==> src/rtl/ctrl_pkg.sv <==
// Shared controller constants: opcode map, FSM state encoding and ACC source codes.
// The datapath imports the same package so that both sides agree on the encodings.
package ctrl_pkg;

  typedef enum logic [2:0] {
    ST_INIT   = 3'd0,
    ST_FETCH  = 3'd1,
    ST_DECODE = 3'd2,
    ST_EX_PC  = 3'd3,
    ST_EX_ACC = 3'd4,
    ST_EX_REG = 3'd5,
    ST_HALT   = 3'd6,
    ST_TRAP   = 3'd7
  } state_e;

  localparam logic [3:0] OP_NOP  = 4'b0000;
  localparam logic [3:0] OP_ADD  = 4'b0001;
  localparam logic [3:0] OP_SUB  = 4'b0010;
  localparam logic [3:0] OP_NOR  = 4'b0011;
  localparam logic [3:0] OP_MOVR = 4'b0100;
  localparam logic [3:0] OP_MOVA = 4'b0101;
  localparam logic [3:0] OP_JZRS = 4'b0110;
  localparam logic [3:0] OP_JZIM = 4'b0111;
  localparam logic [3:0] OP_JCRS = 4'b1000;
  localparam logic [3:0] OP_JCIM = 4'b1010;
  localparam logic [3:0] OP_SHL  = 4'b1011;
  localparam logic [3:0] OP_SHR  = 4'b1100;
  localparam logic [3:0] OP_LDIM = 4'b1101;
  localparam logic [3:0] OP_HALT = 4'b1111;

  localparam logic [1:0] ACC_SRC_ALU = 2'b00;
  localparam logic [1:0] ACC_SRC_REG = 2'b10;
  localparam logic [1:0] ACC_SRC_IMM = 2'b11;

  function automatic logic op_legal(input logic [3:0] o);
    return !((o == 4'b1001) || (o == 4'b1110));
  endfunction

endpackage

==> src/rtl/fetch_timer.sv <==
// Counts consecutive FETCH stall cycles; expired fires on the stall cycle that
// brings the count up to limit.
module fetch_timer #(
  parameter int W = 4
) (
  input  logic         clk,
  input  logic         rst_n,
  input  logic         clear,
  input  logic         tick,
  input  logic [W-1:0] limit,
  output logic         expired
);

  logic [W-1:0] cnt;
  logic [W:0]   cnt_nxt;

  assign cnt_nxt = {1'b0, cnt} + {{W{1'b0}}, 1'b1};
  assign expired = tick && (cnt_nxt >= {1'b0, limit});

  always_ff @(posedge clk or negedge rst_n) begin
    if (!rst_n)                cnt <= '0;
    else if (clear)            cnt <= '0;
    else if (tick && !expired) cnt <= cnt_nxt[W-1:0];
  end

endmodule

==> src/rtl/controller_v2.sv <==
// Multi-cycle control FSM: fetch with stall watchdog, decode, one execute state
// per instruction class, HALT with resume, and a reset-only TRAP.
module controller_v2
  import ctrl_pkg::*;
#(
  parameter int OP_W      = 4,
  parameter int SEL_ALU_W = 4,
  parameter int WAIT_MAX  = 15,
  parameter int CNT_W     = 16
) (
  input  logic                 clk,
  input  logic                 CLB,
  input  logic [OP_W-1:0]      op,
  input  logic                 z,
  input  logic                 c,
  input  logic                 mem_ready,
  input  logic                 resume,
  output logic                 fetch_req,
  output logic                 LoadIR,
  output logic                 IncPC,
  output logic                 SelPC,
  output logic                 LoadPC,
  output logic                 LoadReg,
  output logic                 LoadAcc,
  output logic [1:0]           SelAcc,
  output logic [SEL_ALU_W-1:0] SelALU,
  output logic                 halted,
  output logic                 trap,
  output logic [CNT_W-1:0]     retired
);

  localparam int TMR_W = $clog2(WAIT_MAX + 1);
  localparam logic [TMR_W-1:0] WAIT_LIM = TMR_W'(WAIT_MAX);

  state_e state, state_nxt;
  logic   retire;
  logic   wait_expired;
  logic   tmr_clear;
  logic   tmr_tick;

  logic [OP_W+3:0]      op_ext;
  logic [3:0]           opc;
  logic                 op_ok;
  logic                 is_jz;
  logic                 is_jc;
  logic                 jump_taken;
  logic [SEL_ALU_W-1:0] alu_sel;

  // Wide opcodes are legal only when every bit above the 4-bit field is zero.
  assign op_ext     = {4'b0000, op};
  assign opc        = op_ext[3:0];
  assign op_ok      = !(|op_ext[OP_W+3:4]) && op_legal(opc);
  assign is_jz      = (opc == OP_JZRS) || (opc == OP_JZIM);
  assign is_jc      = (opc == OP_JCRS) || (opc == OP_JCIM);
  assign jump_taken = (is_jz && z) || (is_jc && c);
  assign alu_sel    = SEL_ALU_W'(op);

  assign tmr_clear = (state != ST_FETCH);
  assign tmr_tick  = (state == ST_FETCH) && !mem_ready;

  fetch_timer #(.W(TMR_W)) u_fetch_timer (
    .clk     (clk),
    .rst_n   (CLB),
    .clear   (tmr_clear),
    .tick    (tmr_tick),
    .limit   (WAIT_LIM),
    .expired (wait_expired)
  );

  always_ff @(posedge clk or negedge CLB) begin
    if (!CLB) begin
      state   <= ST_INIT;
      retired <= '0;
    end else begin
      state <= state_nxt;
      if (retire) retired <= retired + {{(CNT_W-1){1'b0}}, 1'b1};
    end
  end

  always_comb begin
    state_nxt = state;
    retire    = 1'b0;
    fetch_req = 1'b0;
    LoadIR    = 1'b0;
    IncPC     = 1'b0;
    SelPC     = 1'b0;
    LoadPC    = 1'b0;
    LoadReg   = 1'b0;
    LoadAcc   = 1'b0;
    SelAcc    = ACC_SRC_ALU;
    SelALU    = '0;
    halted    = 1'b0;
    trap      = 1'b0;
    case (state)
      ST_INIT: state_nxt = ST_FETCH;
      ST_FETCH: begin
        fetch_req = 1'b1;
        if (mem_ready) begin
          LoadIR    = 1'b1;
          IncPC     = 1'b1;
          state_nxt = ST_DECODE;
        end else if (wait_expired) begin
          state_nxt = ST_TRAP;
        end
      end
      ST_DECODE: begin
        if (!op_ok) begin
          state_nxt = ST_TRAP;
        end else begin
          case (opc)
            OP_ADD, OP_SUB, OP_NOR, OP_MOVR,
            OP_SHL, OP_SHR, OP_LDIM:           state_nxt = ST_EX_ACC;
            OP_MOVA:                           state_nxt = ST_EX_REG;
            OP_JZRS, OP_JZIM, OP_JCRS, OP_JCIM: state_nxt = ST_EX_PC;
            OP_HALT:                           state_nxt = ST_HALT;
            OP_NOP: begin
              state_nxt = ST_FETCH;
              retire    = 1'b1;
            end
            default:                           state_nxt = ST_TRAP;
          endcase
        end
      end
      ST_EX_ACC: begin
        LoadAcc   = 1'b1;
        SelALU    = alu_sel;
        if (opc == OP_MOVR)      SelAcc = ACC_SRC_REG;
        else if (opc == OP_LDIM) SelAcc = ACC_SRC_IMM;
        state_nxt = ST_FETCH;
        retire    = 1'b1;
      end
      ST_EX_REG: begin
        LoadReg   = 1'b1;
        state_nxt = ST_FETCH;
        retire    = 1'b1;
      end
      ST_EX_PC: begin
        if (jump_taken) begin
          LoadPC = 1'b1;
          SelPC  = (opc == OP_JZRS) || (opc == OP_JCRS);
        end
        state_nxt = ST_FETCH;
        retire    = 1'b1;
      end
      ST_HALT: begin
        halted = 1'b1;
        if (resume) begin
          state_nxt = ST_FETCH;
          retire    = 1'b1;
        end
      end
      ST_TRAP: begin
        halted = 1'b1;
        trap   = 1'b1;
      end
      default: state_nxt = ST_INIT;
    endcase
  end

endmodule

==> config.mk <==
export PLATFORM = sky130hd
export DESIGN_NAME = controller_v2
export DESIGN_NICKNAME = d
export VERILOG_FILES = /design/src/rtl/ctrl_pkg.sv /design/src/rtl/fetch_timer.sv /design/src/rtl/controller_v2.sv
export SDC_FILE = /design/constraint.sdc
export NUM_CORES = 1
export LEC_CHECK = 0
export BUFFER_PORTS_ARGS = -buffer_cell sky130_fd_sc_hd__buf_2
export CORE_ASPECT_RATIO = 2
export CORE_MARGIN = 2
export CORE_UTILIZATION = 30
export DETAILED_ROUTE_END_ITERATION = 8
export GPL_TIMING_DRIVEN = 0
export PLACE_DENSITY = 0.61
export SLEW_MARGIN = 20
export SYNTH_ARGS = -nofsm -noshare
export SYNTH_HDL_FRONTEND = slang
export SYNTH_SLANG_ARGS = --single-unit
==> constraint.sdc <==
create_clock -name clk -period 1.8 [get_ports clk]
set_input_delay 0.09 -clock clk [delete_from_list [all_inputs] [get_ports clk]]
set_output_delay 0.09 -clock clk [all_outputs]
set_load 0.1 [all_outputs]
==> impl_metrics.env <==
export IMPL_status="complete, no violations"
export IMPL_wl_per_cell_um=13.4
export IMPL_period_minus_slack_ps=1730
export IMPL_clock_latency_ps=260
export IMPL_internal_power_mw=1.49
export IMPL_cp_slowest_cell="dfrtp_2"
export IMPL_cp_cell_sequence="ha_4 > nand2b_1 > and3_1 > o31a_1 > nor4_2 > o21bai_1"
export IMPL_cts_buffers=3
export IMPL_synth_area_um2=1400
export IMPL_startpoint_type="flip-flop"
export IMPL_core_area_um2=4550
export IMPL_synthArstFlopShare_pct=100
export IMPL_fp_row_count=35
export IMPL_clockRootBuffer="clkbuf_8"
export IMPL_swShare_pct=56.4
export IMPL_ir_drop_v=0.00130
export IMPL_utilization_pct=44.2
export IMPL_synth_yosys_warnings=0
export IMPL_power_density_nw_per_um2=1700
export IMPL_grt_pass1_vias=1247
export IMPL_pin_count=41
export IMPL_avgSynthCellArea_um2=9.36
export IMPL_drv_slew=0
export IMPL_port_buffers=38
export IMPL_drt_iter0_drc=15
export IMPL_max_cap_viol_count=0
export IMPL_setup_viol=0
export IMPL_yosys_top_cells_area="dfrtp_1 (41%), xnor2_1 (6.9%), nand2_1 (4.3%)"
export IMPL_rsz0062_at_grt="true"
export IMPL_dpl_cell_area_um2=1790
export IMPL_worst_endpoint_required_ps=1990
export IMPL_gp_congestion=0.681
export IMPL_synth_seq_area_share_pct=41.3
export IMPL_drive_above_1_share_pct=46.7
export IMPL_antenna_found_initial=0
export IMPL_cts_sinks=23
export IMPL_p_seq_share_pct=23.7
export IMPL_yosys_register_bits=23
export IMPL_endpoint_kind="flip-flop"
export IMPL_period_share_pct=95.9
export IMPL_grt_pass1_wl_um=5500
export IMPL_h_tree_depth=1
export IMPL_clockBufferDepth=2
export IMPL_synth_edf_count=0
export IMPL_rrSetupSlack_ps=70
export IMPL_vias=1262
export IMPL_n_antenna_cell=0
export IMPL_skew_ps=1.48
export IMPL_crit_buf_inv=0
export IMPL_dieArea_um2=5240
export IMPL_multiInputGateArea_um2=898
export IMPL_hold_viol_final=0
export IMPL_synth_largest_area_cell="dfrtp_1"
export IMPL_via_per_inst=5.01
export IMPL_min_path_type="input pin to flip-flop"
export IMPL_clk_pin_slew_ps=80
export IMPL_die_w_um=52.2
export IMPL_fin_area_um2=2010
export IMPL_cts_tree="built"
export IMPL_worst_slew_pin_slew_ps=520
export IMPL_dr_pass1_iters=4
export IMPL_final_fill_count=462
export IMPL_slew_headroom_pct=65.4
export IMPL_detail_route_antenna_nets=0
export IMPL_crit_family="compound AO/OA/AOI/OAI gates"
export IMPL_synth_cell_types=38
export IMPL_p_leak_nw=0.905
export IMPL_syn_inst=149
export IMPL_ys_flop_type="dfrtp_1"
export IMPL_grt_overflow=0
export IMPL_power_frac_comb_pct=67.1
export IMPL_fin_hold_ws_ps=63.8
export IMPL_die_h_um=100
export IMPL_synthToLayoutAreaGrowth_pct=44.2
export IMPL_power_mw=3.43
export IMPL_crit_type="flip-flop to flip-flop"
export IMPL_initial_core_util_pct=30.6
export IMPL_grt_max_degree=24
export IMPL_layout_nets=211
export IMPL_power_frac_clock_pct=9.2
export IMPL_max_stage_delay_ps=450
export IMPL_cp_arrival_ps=1910
export IMPL_hpwl_um=2510
export IMPL_routed_wl_um=3380
export IMPL_drc=0
export IMPL_yosysTopAreaCellShare_pct=41.3
export IMPL_synth_nets=162
export IMPL_crit_fanout=3
export IMPL_regArea_um2=601
export IMPL_gr_usage_all_layers_pct=13.3
export IMPL_max_freq_ghz=0.579
export IMPL_switching_power_mw=1.93
[area by class of cell]
cell class	count	area share (%)
multi-input cells	114	44.7
flip-flops and latches	23	29.9
repair buffers	44	14.9
plain buffers	7	3.86
well taps	55	3.42
clock buffers	4	2.24
inverters	5	1.12
[per-stage QoR]
stage / TNS [ps] / instances / worst slack (ps)
finish: 0 / 252 / 73.2
global route: -11.3 / 252 / -9.35
global placement: -773 / 242 / -168
detailed placement: -892 / 242 / -201
CTS: 0 / 252 / 12.4
floorplan: -4150 / 149 / -828
[what timing repair did]
item | CTS | global route
pin swaps | 4 | 4
buffers inserted | 5 | 0
gates resized for setup | 22 | 16
hold buffers | 1 | 0
setup endpoints to repair | 10 | 10
endpoints found under the hold margin | 23 | 0
[power by group through the flow]
stage / logic, mW / clock network (mW) / registers [mW]
2_1_floorplan: 1.22 / 0 / 1.30
3_3_place_gp: 2.02 / 0 / 0.816
3_5_place_dp: 2.04 / 0 / 0.815
4_1_cts: 2.25 / 0.327 / 0.803
5_1_grt: 2.44 / 0.347 / 0.829
6_report: 2.30 / 0.315 / 0.814
[state kept, by name (all words and copies together), names as in the netlist]
signal	count
retired	16
u_fetch_timer.cnt	4
state	3
[cell usage after synthesis, types with 5 or more instances]
master,n
dfrtp_1,23
and2_1,6
and3_1,5
nand4_1,7
o21ai_0,5
inv_1,5
xor2_1,5
xnor2_1,11
nor2_1,12
nor3b_1,5
nand2_1,16
[cell families (layout without fill, tap and decap cells)]
logic type | Yosys count | count (layout) | synth area share [%]
AND/OR/NAND/NOR | 71 | 71 | 27.9
AO/OA/AOI/OAI | 23 | 23 | 12.9
flip-flops | 23 | 23 | 41.3
XOR/XNOR | 16 | 16 | 10.0
buffers and inverters | 12 | 60 | 4.39
adder cells (fa/ha/maj) | 3 | 3 | 2.69
multiplexers | 1 | 1 | 0.807
[cells in the final DEF (no fill, tap or decap), types with 2 or more instances in the layout]
cell      count
buf_2        29
nand2_1      14
xnor2_1      11
dfrtp_1      11
buf_4         9
nor2_1        9
dfrtp_2       8
nand4_1       7
buf_6         5
and3_1        5
xor2_1        5
o21ai_0       5
a21oi_1       4
nand3_1       4
dfrtp_4       4
nor3_4        3
inv_1         3
and2_2        3
nand2b_1      3
o21bai_1      3
buf_12        3
clkbuf_8      3
clkbuf_4      3
nor3b_4       2
nor2_4        2
and2_1        2
nor3b_1       2
o41ai_1       2
and4_1        2
nor4_2        2
ha_4          2
[path summary, 6_finish.rpt]
check / start / end / cells past startpoint
max: u_fetch_timer.cnt[1]$_DFFE_PN0P_ / u_fetch_timer.cnt[0]$_DFFE_PN0P_ / 6
min: mem_ready / state[2]$_DFFE_PN0P_ / 2
max reg2reg: u_fetch_timer.cnt[1]$_DFFE_PN0P_ / u_fetch_timer.cnt[0]$_DFFE_PN0P_ / 6
min reg2reg: retired[15]$_DFFE_PN0P_ / retired[15]$_DFFE_PN0P_ / 1
max in group asynchronous: CLB / retired[3]$_DFFE_PN0P_ / 2
min in group asynchronous: CLB / retired[1]$_DFFE_PN0P_ / 2
[routing by layer]
metal  vias to the layer above  GRT usage, %  part of all wire, %
li1                        624             -                    -
met1                       592          14.7                   39
met2                        40          24.6                   54
met3                         6          1.49                  5.0
met4                         0          5.52                  2.4
met5                         -             0                    0
Power figures use the tool's default switching activity.
